[src/rtl/decode_conf_data.sv]
// decode_conf_data: word-serial config frame decoder for the DDS core.
// Frame = HEAD, f_word, p_word, wave_type, TAIL; commit only on good TAIL.
module decode_conf_data #(
  parameter logic [31:0] HEAD_WORD = 32'hFFFF_FFFF,
  parameter logic [31:0] TAIL_WORD = 32'hFFFF_FFFF
) (
  input  logic        axi_clk,
  input  logic        rst,
  input  logic [31:0] conf_data,
  input  logic        dds_work_flag,
  output logic        set_flag,
  output logic        dds_en,
  output logic [31:0] f_word,
  output logic [11:0] p_word,
  output logic [1:0]  wave_type
);

  typedef enum logic [2:0] {
    S_IDLE,
    S_FREQ,
    S_PHASE,
    S_WAVE,
    S_TAIL
  } state_t;

  state_t      state_q;
  logic [31:0] f_sh_q;
  logic [11:0] p_sh_q;
  logic [1:0]  w_sh_q;
  logic [31:0] f_word_q;
  logic [11:0] p_word_q;
  logic [1:0]  wave_q;
  logic        set_q;
  logic        en_q;
  logic        cfg_valid_q;

  logic        is_head;
  logic        is_tail;

  assign is_head = (conf_data == HEAD_WORD);
  assign is_tail = (conf_data == TAIL_WORD);

  // Frame FSM, shadow capture, atomic commit and registered DDS enable.
  always_ff @(posedge axi_clk) begin
    if (rst) begin
      state_q     <= S_IDLE;
      f_sh_q      <= '0;
      p_sh_q      <= '0;
      w_sh_q      <= '0;
      f_word_q    <= '0;
      p_word_q    <= '0;
      wave_q      <= '0;
      set_q       <= 1'b0;
      en_q        <= 1'b0;
      cfg_valid_q <= 1'b0;
    end else begin
      set_q <= 1'b0;
      en_q  <= dds_work_flag & cfg_valid_q;
      if (!dds_work_flag) begin
        // dropping the work flag abandons any partial frame
        state_q <= S_IDLE;
      end else begin
        unique case (state_q)
          S_IDLE: begin
            if (is_head) state_q <= S_FREQ;
          end
          S_FREQ: begin
            f_sh_q  <= conf_data;
            state_q <= S_PHASE;
          end
          S_PHASE: begin
            p_sh_q  <= conf_data[11:0];
            state_q <= S_WAVE;
          end
          S_WAVE: begin
            w_sh_q  <= conf_data[1:0];
            state_q <= S_TAIL;
          end
          S_TAIL: begin
            if (is_tail) begin
              f_word_q    <= f_sh_q;
              p_word_q    <= p_sh_q;
              wave_q      <= w_sh_q;
              set_q       <= 1'b1;
              cfg_valid_q <= 1'b1;
            end
            // trailer is never reused as the next header
            state_q <= S_IDLE;
          end
          default: state_q <= S_IDLE;
        endcase
      end
    end
  end

  assign set_flag  = set_q;
  assign dds_en    = en_q;
  assign f_word    = f_word_q;
  assign p_word    = p_word_q;
  assign wave_type = wave_q;

endmodule

[config.mk]
export PLATFORM = sky130hd
export DESIGN_NAME = decode_conf_data
export DESIGN_NICKNAME = d
export VERILOG_FILES = /design/src/rtl/decode_conf_data.sv
export SDC_FILE = /design/constraint.sdc
export NUM_CORES = 1
export LEC_CHECK = 0
export ABC_CLOCK_PERIOD_IN_PS = 3550
export CAP_MARGIN = 15
export CORE_ASPECT_RATIO = 1.2
export CORE_UTILIZATION = 55
export DETAILED_ROUTE_END_ITERATION = 6
export GPL_ROUTABILITY_DRIVEN = 0
export PLACE_DENSITY = 0.85
export SLEW_MARGIN = 20
export SYNTH_ARGS = -nofsm -noshare
export SYNTH_HDL_FRONTEND = slang
export SYNTH_SLANG_ARGS = --single-unit
[constraint.sdc]
create_clock -name axi_clk -period 3.55 [get_ports axi_clk]
set_input_delay 0.71 -clock axi_clk [delete_from_list [all_inputs] [get_ports axi_clk]]
set_output_delay 0.71 -clock axi_clk [all_outputs]
set_load 0.02 [all_outputs]
### Word level (Yosys, flattened, before mapping)

Cells that the tools add are included.
W data, S select, Z words.

| storage, ports and cells | value |
|---|---|
| output and inout port bits | 48 |
| bits of input ports | 35 |
| bits in registers | 98 |

| operators by class | value |
|---|---|
| bitwise gates (word level) | 3 |
| eq/ne operators | 6 |
| mux-type cells | 3 |
| reductions and logical operators | 7 |

Operators with widths:

| kind | number |
|---|---|
| $eq A32 B32 Y1 const B | 1 |
| $pmux W3 S4 | 1 |
| $eq A3 B2 Y1 const B | 2 |
| $reduce_and A2 Y1 | 3 |
| $eq A3 B1 Y1 const B | 1 |
| $eq A3 B3 Y1 const B | 1 |
| $logic_not A3 Y1 | 1 |
| $mux W3 | 1 |
| $reduce_and A3 Y1 | 1 |
| $reduce_or A3 Y1 | 1 |
| $ne A2 B2 Y1 const B | 1 |
| $not A1 Y1 | 2 |
| $reduce_or A2 Y1 | 1 |
| $and A1 B1 Y1 | 1 |
| $mux W1 | 1 |

### Logic depth before layout (Yosys ltp)

Gate-level depths: netlist of the first run.

| depth | value |
|---|---|
| depth after elaboration | 3 |
| gate-level depth with buffers | 7 |

### Least setup slack after synthesis of the first run

OpenSTA, ideal clock, no wires.

| path | value |
|---|---|
| path kind | input-to-reg |
| start | in conf_data[29] |
| end | reg f_word_q[10] (netlist: f_word[10]) |
| stages | 7 |
| arrival | 1.853 ns |
| required time | 3.478 ns |
| library setup time | 0.072 ns |
| path buffers | 3 |
| setup slack | 1.626 ns |
| cells stage by stage | nand4_1 > nor4_2 > and3_1 > buf_4 > buf_12 > buf_12 > mux2i_1 |

| between the ends | value |
|---|---|
| word-level cells in the longest chain between the ends | 2 |

RTL lines:

| element | line | RTL |
|---|---|---|
| from (decl) | 9 | `input logic [31:0] conf_data,` |
| $eq A32 B32 Y1 | 41 | `assign is_tail = (conf_data == TAIL_WORD);` |
| $reduce_and A3 Y1 (no source line) | n/a |  |
| to (signal assigned) | 81 | `f_word_q <= f_sh_q;` |
| to (decl) | 30 | `logic [31:0] f_word_q;` |

Every way passes these cells.
A chain may end at the register's enable or synchronous reset.

### Worst setup path in the final report of the first run

| path | value |
|---|---|
| start | in conf_data[29] |
| end | reg p_word_q[4] (netlist: p_word[4]) |

| between the ends | value |
|---|---|
| word-level cells in the longest chain between the ends | 2 |

RTL lines:

| element | line | RTL |
|---|---|---|
| $eq A32 B32 Y1 | 41 |  |
| $reduce_and A3 Y1 (no source line) | n/a |  |
| to (signal assigned) | 82 | `p_word_q <= p_sh_q;` |
| to (decl) | 31 | `logic [11:0] p_word_q;` |

Every way passes these cells.

==> results of run 1 <==
-- metal layers --
| layer | vias up | GRT usage |
|---|---|---|
| li1 | 1546 | - |
| met1 | 1452 | 0.2779 |
| met2 | 98 | 0.3939 |
| met3 | 11 | 0.04115 |
| met4 | 0 | 0.1030 |
| met5 | - | 0 |
-- state kept, by name (all words and copies together) (netlist names) --
signal       cells
f_word          32
f_sh_q          32
p_word          12
w_sh_q           2
state_q          3
wave_type        2
cfg_valid_q      1
p_sh_q          12
dds_en           1
set_flag         1
-- final timing paths --
path | slack (ns) | cells past startpoint | start | end
setup / recovery | 1.08 | 6 | conf_data[29] | p_word[4]$_SDFFE_PP0P_
hold reg to reg | 0.45 | 2 | cfg_valid_q$_SDFFE_PP0P_ | dds_en$_SDFF_PP0_
setup reg to reg | 1.78 | 4 | state_q[1]$_SDFFE_PP0P_ | p_word[4]$_SDFFE_PP0P_
hold / removal | 0.45 | 2 | cfg_valid_q$_SDFFE_PP0P_ | dds_en$_SDFF_PP0_
-- power by group through the flow --
stage	Combinational [mW]	Sequential, mW	Clock, mW
2_1_floorplan	0.0355	1.12	0
3_3_place_gp	0.0854	1.12	0
3_5_place_dp	0.0854	1.12	0
4_1_cts	0.0860	1.10	0.863
5_1_grt	0.0944	1.10	0.902
6_report	0.0892	1.10	0.849
-- cells in the mapped netlist (2+ instances only) --
cell type	n
buf_4	2
dfxtp_1	98
nand2_1	90
nand2b_1	93
nor3b_1	2
clkbuf_1	21
nand4_1	8
nor4_2	2
nor2b_1	2
nand3b_1	2
nor3_1	2
buf_12	4
a21oi_1	45
buf_2	5
mux2i_1	48
nor2_1	4
-- cell families after synthesis --
family          Yosys count  share of synthesized area
compound gates           46                    0.05829
xor+xnor                  1                   0.002206
buf+inv                  32                    0.05009
flops                    98                     0.4940
mux                      48                     0.1210
simple gates            209                     0.2744
-- layout make-up --
class | instances | area, um2
Clock buffer | 10 | 137.6
Tap cell | 87 | 108.9
Clock inverter | 5 | 102.6
Timing Repair Buffer | 89 | 883.3
Multi-Input combinational cell | 304 | 1817
Sequential cell | 98 | 1962
Fill cell | 527 | 1884
-- worst min-delay path: stages (launching register included) --
cell,delay [ns]
dfxtp_1,0.33
nand2_1,0.06
nor2_1,0.03
-- per-stage QoR --
step	utilization	setup WS (ns)	cells	cell area (um2)	power [mW]
detailed placement	0.6890	0.7673	577	4751	1.209
floorplan	-	1.626	434	3971	1.159
global placement	0.6890	0.8159	577	4751	1.209
global route	0.7267	1.018	593	5011	2.094
finish	0.7267	1.083	593	5011	2.036
CTS	0.7238	1.094	592	4991	2.047
==> impl_metrics.env, run 1 <==
export IMPL_status="completed"
export IMPL_p_int_mw=1.632
export IMPL_synth_edf_count=0
export IMPL_crit_arrival_ns=2.74
export IMPL_root_buffer="clkbuf_8"
export IMPL_p_sw_uw=403.5
export IMPL_cp_cell_sequence="clkdlybuf4s50_1 -> nand4_1 -> nor4_2 -> and3_2 -> buf_4 -> mux2i_1"
export IMPL_cts_sinks=98
export IMPL_slew_violations=0
export IMPL_grt_usage=0.2292
export IMPL_p_per_area_mw_per_mm2=406.3
export IMPL_irDropWorstVdd_mv=0.2500
export IMPL_synthesis_area_mm2=0.003971
export IMPL_rsz0062_at_grt="false"
export IMPL_grt_pass1_vias=2946
export IMPL_cp_required_ns=3.83
export IMPL_ys_warn_count=0
export IMPL_hold_ws_ns=0.4542
export IMPL_cts_resized_gates=0
export IMPL_cap_violations=0
export IMPL_ys_async_sr_fraction=0
export IMPL_cpLargestDelayFamily="simple AND/OR/NAND/NOR gates"
export IMPL_grt_max_degree=145
export IMPL_post_dp_hpwl_um=5490
export IMPL_p_leak_nw=1.570
export IMPL_end_kind="flip-flop"
export IMPL_synthFlopType="dfxtp_1"
export IMPL_layout_min_cycle_time_ns=2.467
export IMPL_syn_to_final_growth_pct=26.18
export IMPL_cts_tree="done"
export IMPL_final_common_cell="dfxtp_1"
export IMPL_antenna_found_initial=0
export IMPL_dr_pass1_iters=4
export IMPL_synth_seq_cells=98
export IMPL_critPathBufInv=2
export IMPL_start_kind="primary input"
export IMPL_io_buffers=82
export IMPL_rows=33
export IMPL_dr_wl_met2_um=4117
export IMPL_cts_max_level=3
export IMPL_pwr_share_seq=0.539
export IMPL_first_iter_violations=146
export IMPL_die_area_mm2=0.007566
export IMPL_slew_headroom=0.6262
export IMPL_n_antenna_cell=0
export IMPL_wl_per_cell_um=13.96
export IMPL_topRoutingLayerUsed="met4"
export IMPL_grt_pass1_wl_um=13320
export IMPL_synth_top_cell_area_share=0.4940
export IMPL_worstPathMaxFanout=25
export IMPL_grt_ovfl_total=0
export IMPL_worst_pin_slew_ns=0.5590
export IMPL_fin_skew_ns=0.01011
export IMPL_cts_buffer_depth=2
export IMPL_syn_avg_cell_area_um2=9.150
export IMPL_antenna_left=0
export IMPL_synthTopCellsByArea="dfxtp_1, nand2b_1, mux2i_1"
export IMPL_final_cell_mix="dfxtp_1, nand2b_1, nand2_1, clkdlybuf4s50_1, mux2i_1"
export IMPL_drc_errors=0
export IMPL_wl_um=8281
export IMPL_cts_setup_buffers=0
export IMPL_die_w_um=79.57
export IMPL_cts_buffers=9
export IMPL_initial_core_util=0.5759
export IMPL_core_area_mm2=0.006895
export IMPL_hold_class="reg2reg"
export IMPL_hold_viol=0
export IMPL_drive_above_1_share=0.05336
export IMPL_avgViaCountPerCell=5.239
export IMPL_fin_crit_sh=0.6950
export IMPL_cts_hold_buf=0
export IMPL_io_pins=83
export IMPL_slowest_stage="clkdlybuf4s50_1"
export IMPL_yosysSeqAreaShare=0.4940
export IMPL_combPwrFrac=0.044
export IMPL_path_class="in2reg"
export IMPL_slowest_delay_ns=0.49
export IMPL_cts_clk_slew_worst_paths_ns=0.09
export IMPL_worstSkewPairLatency_ns=0.35
export IMPL_nNetsFinal=537
export IMPL_fp_dieH_um=95.09
export IMPL_post_synth_top_area_cell="dfxtp_1"
export IMPL_netSwitchingFraction=0.1982
export IMPL_vias=3107
export IMPL_synth_distinct_cells=22
export IMPL_wl_met1_um=3556
export IMPL_wl_met3_um=470
export IMPL_fmax_ghz=0.4053
export IMPL_setup_violations=0
export IMPL_p_clk_frac=0.417
export IMPL_synth_nets=469
export IMPL_fin_setup_tns_ns=0
export IMPL_netlist_instances=434
Power figures use the tool's default switching activity.
==> run 2, diff against run 1 <==
--- a/config.mk
+++ b/config.mk
@@ -5,13 +5,13 @@
 export SDC_FILE = /design/constraint.sdc
 export NUM_CORES = 1
 export LEC_CHECK = 0
-export ABC_CLOCK_PERIOD_IN_PS = 3550
+export ABC_CLOCK_PERIOD_IN_PS = 2100
 export CAP_MARGIN = 15
 export CORE_ASPECT_RATIO = 1.2
-export CORE_UTILIZATION = 55
+export CORE_UTILIZATION = 46
 export DETAILED_ROUTE_END_ITERATION = 6
 export GPL_ROUTABILITY_DRIVEN = 0
-export PLACE_DENSITY = 0.85
+export PLACE_DENSITY = 0.76
 export SLEW_MARGIN = 20
 export SYNTH_ARGS = -nofsm -noshare
 export SYNTH_HDL_FRONTEND = slang
==> constraint.sdc (replaced) <==
create_clock -name axi_clk -period 2.1 [get_ports axi_clk]
set_input_delay 0.42 -clock axi_clk [delete_from_list [all_inputs] [get_ports axi_clk]]
set_output_delay 0.42 -clock axi_clk [all_outputs]
set_load 0.02 [all_outputs]
==> impl_metrics.env, run 2 (synthesis results as in run 1) <==
export IMPL_reg2reg_depth=4
export IMPL_status="completed"
export IMPL_holdCritStartpoint="cfg_valid_q$_SDFFE_PP0P_"
export IMPL_fin_util=0.6418
export IMPL_n_antenna_cell=0
export IMPL_slowest_stage="clkdlybuf4s50_1"
export IMPL_grt_max_degree=60
export IMPL_p_clk_frac=0.384
export IMPL_hold_class="reg2reg"
export IMPL_r2r_setup_slack_ns=0.42
export IMPL_cp_required_ns=2.38
export IMPL_cts_clk_slew_worst_paths_ns=0.09
export IMPL_grt_usage=0.1943
export IMPL_netSwitchingFraction=0.2076
export IMPL_worstSkewPairLatency_ns=0.35
export IMPL_rr_endpoint="p_word[2]$_SDFFE_PP0P_"
export IMPL_holdPathStages=2
export IMPL_nNetsFinal=568
export IMPL_fin_skew_ns=0.008300
export IMPL_slew_headroom=0.6447
export IMPL_grt_pass1_vias=3040
export IMPL_fin_setup_tns_ns=0
export IMPL_io_pins=83
export IMPL_p_per_area_mw_per_mm2=625.9
export IMPL_final_common_cell="dfxtp_1"
export IMPL_die_w_um=86.82
export IMPL_r2r_start="state_q[1]$_SDFFE_PP0P_"
export IMPL_pwr_share_seq=0.561
export IMPL_total_power_mw=3.311
export IMPL_cts_hold_buf=0
export IMPL_cts_max_level=3
export IMPL_combPwrFrac=0.056
export IMPL_cts_buffers=9
export IMPL_cp_cell_sequence="clkdlybuf4s50_1 -> nand4_1 -> nor4_2 -> buf_4 -> and3_2 -> buf_12 -> mux2i_1"
export IMPL_fill_cells=692
export IMPL_wl_um=8422
export IMPL_syn_to_final_growth_pct=33.21
export IMPL_fmax_ghz=0.4969
export IMPL_critPathBufInv=3
export IMPL_vias=3198
export IMPL_crit_arrival_ns=2.29
export IMPL_setup_violations=0
export IMPL_rows=36
export IMPL_hold_path_endpoint="dds_en$_SDFF_PP0_"
export IMPL_p_int_mw=2.624
export IMPL_final_cell_mix="dfxtp_1, nand2b_1, nand2_1, clkdlybuf4s50_1, mux2i_1"
export IMPL_wl_per_cell_um=12.92
export IMPL_cap_violations=0
export IMPL_first_iter_violations=93
export IMPL_rsz0062_at_grt="false"
export IMPL_cts_setup_buffers=0
export IMPL_worstPathMaxFanout=21
export IMPL_start_kind="primary input"
export IMPL_drc_errors=0
export IMPL_antenna_left=0
export IMPL_cts_resized_gates=0
export IMPL_p_sw_uw=687.4
export IMPL_antenna_found_initial=0
export IMPL_irDropWorstVdd_mv=0.3701
export IMPL_final_cells=652
export IMPL_path_class="in2reg"
export IMPL_core_area_mm2=0.008243
export IMPL_initial_core_util=0.4818
export IMPL_fp_dieH_um=103.8
export IMPL_die_area_mm2=0.009011
export IMPL_dr_pass1_iters=4
export IMPL_slowest_delay_ns=0.51
export IMPL_cts_tree="done"
export IMPL_post_dp_hpwl_um=5969
export IMPL_root_buffer="clkbuf_8"
export IMPL_cts_sinks=98
export IMPL_placed_cells=636
export IMPL_grt_pass1_wl_um=13950
export IMPL_layout_min_cycle_time_ns=2.012
export IMPL_io_buffers=82
export IMPL_fin_crit_sh=0.9583
export IMPL_avgViaCountPerCell=4.905
export IMPL_drive_above_1_share=0.1078
export IMPL_hold_viol=0
export IMPL_cts_buffer_depth=2
export IMPL_worst_pin_slew_ns=0.5329
export IMPL_slew_violations=0
export IMPL_end_kind="flip-flop"
export IMPL_cpLargestDelayFamily="buffers and inverters"
export IMPL_grt_ovfl_total=0
export IMPL_p_leak_nw=1.716
-- run 2: changes by cell type in the layout (fill, tap and decap cells not counted), sizes merged --
cell    before  now
bufinv       3    1
buf          8   39
clkbuf      10   13
-- run 2: power by group through the flow --
stage	Sequential (mW)	Clock (mW)	Combinational [mW]
after floorplan	1.90	0	0.0599
after CTS	1.86	1.29	0.185
after detailed placement	1.90	0	0.185
final	1.86	1.27	0.185
after global placement	1.90	0	0.183
after global routing	1.86	1.37	0.197
-- run 2: worst min-delay path: cells and delay by family, from the launching register on --
family / cells / cell delay (ns)
DFF: 1 / 0.32
and+or+nand+nor: 2 / 0.09
-- run 2: worst max-delay path by stage --
stage	from	end	slack, ns	depth (start not counted)
2_1_floorplan	conf_data[29]	f_word[10]$_SDFFE_PP0P_	0.47	7
5_1_grt	conf_data[13]	p_word[2]$_SDFFE_PP0P_	0.004	7
3_5_place_dp	conf_data[13]	p_word[2]$_SDFFE_PP0P_	-0.26	7
3_3_place_gp	conf_data[12]	p_word[5]$_SDFFE_PP0P_	-0.18	7
4_1_cts	conf_data[13]	p_word[2]$_SDFFE_PP0P_	0.12	7
6_report	conf_data[13]	p_word[2]$_SDFFE_PP0P_	0.09	7
-- run 2: metal layers --
| layer | global-route usage | part of all wire |
|---|---|---|
| met5 | 0 | 0 |
| met4 | 0.05238 | 0.010 |
| met3 | 0.04064 | 0.050 |
| met2 | 0.3256 | 0.48 |
| met1 | 0.2503 | 0.46 |
-- run 2: cell type report --
type                            instances  area, um2  share of cell area
Timing Repair Buffer                  120       1154              0.2181
Clock buffer                           13      168.9             0.03193
Multi-Input combinational cell        304       1817              0.3434
Sequential cell                        98       1962              0.3709
Tap cell                              114      142.6             0.02696
Clock inverter                          3      46.29            0.008751
-- run 2: metrics by stage --
step	setup WS, ns	area, um2	hold WS (ns)
after floorplan	0.4658	3971	0.4091
after global placement	-0.1817	5075	0.4414
after detailed placement	-0.2609	5075	0.4334
after CTS	0.1194	5290	0.4401
after global routing	0.003738	5290	0.4786
final	0.08755	5290	0.4395
==> RTL change 1: new RTL, flow settings as in run 1 <==
Change the parameter `TAIL_WORD` from 32'hFFFF_FFFF to 32'h7FFFFFFF.
--- a/src/rtl/decode_conf_data.sv
+++ b/src/rtl/decode_conf_data.sv
@@ -3,5 +3,5 @@
 module decode_conf_data #(
   parameter logic [31:0] HEAD_WORD = 32'hFFFF_FFFF,
-  parameter logic [31:0] TAIL_WORD = 32'hFFFF_FFFF
+  parameter logic [31:0] TAIL_WORD = 32'h7FFFFFFF
 ) (
   input  logic        axi_clk,
Function: changed (Yosys sat finds a counterexample within 10 cycles, from zero or initial values and one cycle with rst high).
==> RTL change 1 against run 1 <==
Total power is 9.4% lower. Highest routed layer unchanged. Wire length decreased by 1.8%. Non-clock buffer count down 2. Synthesized area is 0.60% lower. Setup slack got worse by 0.083 ns. Via count down 1.4%. Design area shrank 1.8%. Largest power group unchanged. Synthesized cell count down 0.46%. Critical path type unchanged. Sequential cell count is the same. Utilization decreased by 1.3 points.
==> RTL change 1: results (changes against run 1) <==
status finished, final reports clean; reg2reg path depth 5 (+1); CP max stage cell nor4_1; maximum vdd drop 0.000246 V (-1.5%); Area contributors post-synth dfxtp_1, nand2b_1, mux2i_1; Worst Setup EP p_word[10]; Post-Syn Instances 432 (-0.46%); Synth top cells by count dfxtp_1, nand2b_1, nand2_1; HPWL after DPL 5.47 mm (-0.43%); worst r2r dst f_sh_q[30]; final cell count without fillers 590 (-0.51%); CP Max Fanout 27 (+8.0%); Hold WS 0.427 ns (-0.0275 ns); clock network power 659 uW (-22%); Worst R2R Start state_q[2]; vias in the first global route 2,907 (-1.3%); initial DRC count 110 (-25%); worst path arrival time 2.83 ns (+0.09 ns); P per Cell Area 375 nW/um2 (-7.7%); Setup Skew 0.00606 ns (-0.00405 ns); number of vias per cell 5.19 (-0.88%); Net Sw Power 422 uW (+4.6%); gr usage total 0.228 (-0.00108); Syn Nets 467 (-0.43%); worst setup path startpoint conf_data[27]; sequential area share after synthesis 0.497 (+0.00298); P_leak 0.00153 uW (-2.7%); placed inst area 4740 um2 (-0.24%)
[RTL change 1: layout make-up]
class | instances | area, um2 | area share
clock inverters | 6 | 41.3 | 0.00839
clock buffers | 10 | 138 | 0.0280
repair buffers | 87 | 856 | 0.174
multi-input cells | 302 | 1810 | 0.369
flip-flops and latches | 98 | 1960 | 0.399
well taps | 87 | 109 | 0.0221
[RTL change 1: logic make-up (layout without fill, tap and decap cells)]
| group | after synthesis | count (layout) | share of synthesized area |
|---|---|---|---|
| DFF | 98 | 98 | 0.497 |
| AOI/OAI and AO/OA | 46 | 46 | 0.0599 |
| xor gates and xnor gates | 1 | 1 | 0.00222 |
| and+or+nand+nor | 207 | 207 | 0.274 |
| muxes | 48 | 48 | 0.122 |
| buffers and inverters | 32 | 103 | 0.0456 |
[RTL change 1: routing by layer]
layer  global-route usage  vias to the layer above  wire [um]
met1                0.267                     1427       3590
met4                0.105                        0        182
met5                    0                        -          0
met2                0.402                       78       3990
li1                     -                     1540          -
met3               0.0425                       19        366
==> RTL change 2: new RTL, settings of run 1 <==
Without the edit above. Re-encode `state_t` (5 states) as one-hot, 5 bits wide.
--- a/src/rtl/decode_conf_data.sv
+++ b/src/rtl/decode_conf_data.sv
@@ -16,10 +16,10 @@
 );
 
-  typedef enum logic [2:0] {
-    S_IDLE,
-    S_FREQ,
-    S_PHASE,
-    S_WAVE,
-    S_TAIL
+  typedef enum logic [4:0] {
+    S_IDLE  = 5'b00001,
+    S_FREQ  = 5'b00010,
+    S_PHASE = 5'b00100,
+    S_WAVE  = 5'b01000,
+    S_TAIL  = 5'b10000
   } state_t;
 
Function: same outputs for any inputs over 10 cycles, from zero or initial values and one cycle with rst high; not proved beyond that.
==> RTL change 2 against run 1 <==
The flow now finishes with violations (DRC). Synthesized area grew 2.5%. First-iteration DRC count grew 14%. Via count shrank 0.90%. Total power shrank 6.3%. Design area grew 1.2%. Setup slack lost 0.059 ns. Sequential cell count grew 2. Wire length shrank 0.13%. Critical path depth is the same. Critical endpoint is now f_word[19]. Largest cell class unchanged. Largest power group unchanged.
==> RTL change 2: results (changes against run 1) <==
sequential area share after synthesis 0.492 (-0.00231); Synth top cells by count dfxtp_1, nand2b_1, nand2_1; Net Sw Power 412 uW (+2.1%); reg2reg path depth 5 (+1); Hold Crit Class register to register; worst setup path startpoint conf_data[1]; slowest stage delay, CP 0.58 ns (+0.09 ns); WL/cell 13.9 um (-0.47%); slew of the pin with the lowest slew margin 1.05 ns (+0.496 ns); CP max stage cell clkdlybuf4s50_1; Setup Buffers After CTS 0 (unchanged); total CTS buffers 9 (unchanged); mux cell area share after synthesis 0.148 (+0.0265); clk buf depth 2 (unchanged); Top FF cell, synth dfxtp_1; min-delay src f_sh_q[21]; CTS Root Cell clkbuf_8; post-CTS sizing 0 (unchanged); Worst Hold Depth 2 (unchanged); HPWL after DPL 5.43 mm (-1.1%); antenna violations before repair 0 (unchanged); yosys warns 0 (unchanged); failing checks DRC; Clock Pin Slew Worst Setup and Hold Paths 0.09 ns (about the same); Clock Latency Late Sink about 0.36 ns; initial DRC count 166 (+14%); largest net degree at the start of global routing 144 (-0.69%); Setup Skew 0.00715 ns (-0.00295 ns); vias 3,079 (-0.90%); PortBufs 82 (unchanged); CP Max Fanout 16 (-36%); gr usage total 0.221 (-0.00818); global-route wire length before repair 13.0 mm (-2.2%); Cell variety after synth 28 (+27%); P_leak 0.00172 uW (+9.4%); worst r2r dst f_word[19]; drc violations 1 (+1); DP Worst Slack 0.661 ns (-0.106 ns); Worst R2R Start state_q[2]; XOR/XNOR Fraction of Synth Area 0.00215 (-0.0000542); worst path arrival time 2.81 ns (+0.07 ns); Hold WS 0.458 ns (+0.00373 ns); status finished, violations left; Final nets 536 (-0.19%); share of layout cells above drive strength 1 0.0475 (-0.00583); Area contributors post-synth dfxtp_1, mux2i_1, nand2b_1; post-synthesis adder-cell area fraction 0 (unchanged); Syn Nets 467 (-0.43%); drt pass-1 iters 6 (+2); Synth Area in Compound Gates 0.0473 (-0.0110); maximum vdd drop 0.000287 V (+15%); vias in the first global route 2,805 (-4.8%); CTS H-tree lvls 3 (unchanged); async set-reset flop share out of synthesis 0 (unchanged); Min-Delay Endpoint f_sh_q[21]
-- RTL change 2: changes by cell type after synthesis, sizes merged, moves of 3 or more --
cell   before  now
nand2      90   65
nor2        4   21
a21oi      45   33
mux2i      48   60
buf        11    6
nor4        3    0
-- RTL change 2: layout make-up --
type / instances / area [um2]
Clock buffer: 9 / 124
Clock inverter: 6 / 65.1
Fill cell: 545 / 2120
Inverter: 1 / 3.75
Multi-Input combinational cell: 302 / 1900
Sequential cell: 100 / 2000
Tap cell: 90 / 113
Timing Repair Buffer: 87 / 868
-- RTL change 2: worst max path at each step --
stage / end / slack (ns) / depth (start not counted)
after floorplan: f_word[10] / 1.43 / 6
after global placement: f_word[19] / 0.74 / 6
after detailed placement: f_word[19] / 0.66 / 6
after CTS: f_word[19] / 1.04 / 6
after global routing: f_word[21] / 0.94 / 6
final: f_word[19] / 1.02 / 6
-- RTL change 2: routing by layer --
metal,GRT usage,vias to the layer above,routed length [um]
met1,0.272,1428,3700
met4,0.124,0,231
met2,0.365,76,4030
met3,0.0379,21,305
met5,0,-,0
li1,-,1554,-
-- RTL change 2: per-stage QoR --
stage               std cells  power [uW]  cell area (um2)
floorplan                 432        1180             4070
global placement          580        1230             4880
detailed placement        580        1230             4880
CTS                       595        1930             5070
global route              595        1970             5070
finish                    595        1910             5070
-- RTL change 2: tightest hold or removal path, stage by stage (launching register included) --
cell and delay (ns):
dfxtp_1 0.32, nand2_1 0.05, a21oi_1 0.05
-- RTL change 2: kinds of logic (layout without fill, tap and decap cells) --
family | after synthesis | in the layout
simple gates | 204 | 204
flops | 100 | 100
mux | 60 | 60
compound gates | 37 | 37
buf+inv | 30 | 103
xor+xnor | 1 | 1
-- RTL change 2: power groups by stage --
stage	Combinational [uW]	Sequential [uW]	Clock (uW)
finish	86.9	1120	700
global placement	85.8	1150	0
global route	92.3	1120	762
detailed placement	85.9	1150	0
floorplan	35.7	1150	0
CTS	86.6	1120	720
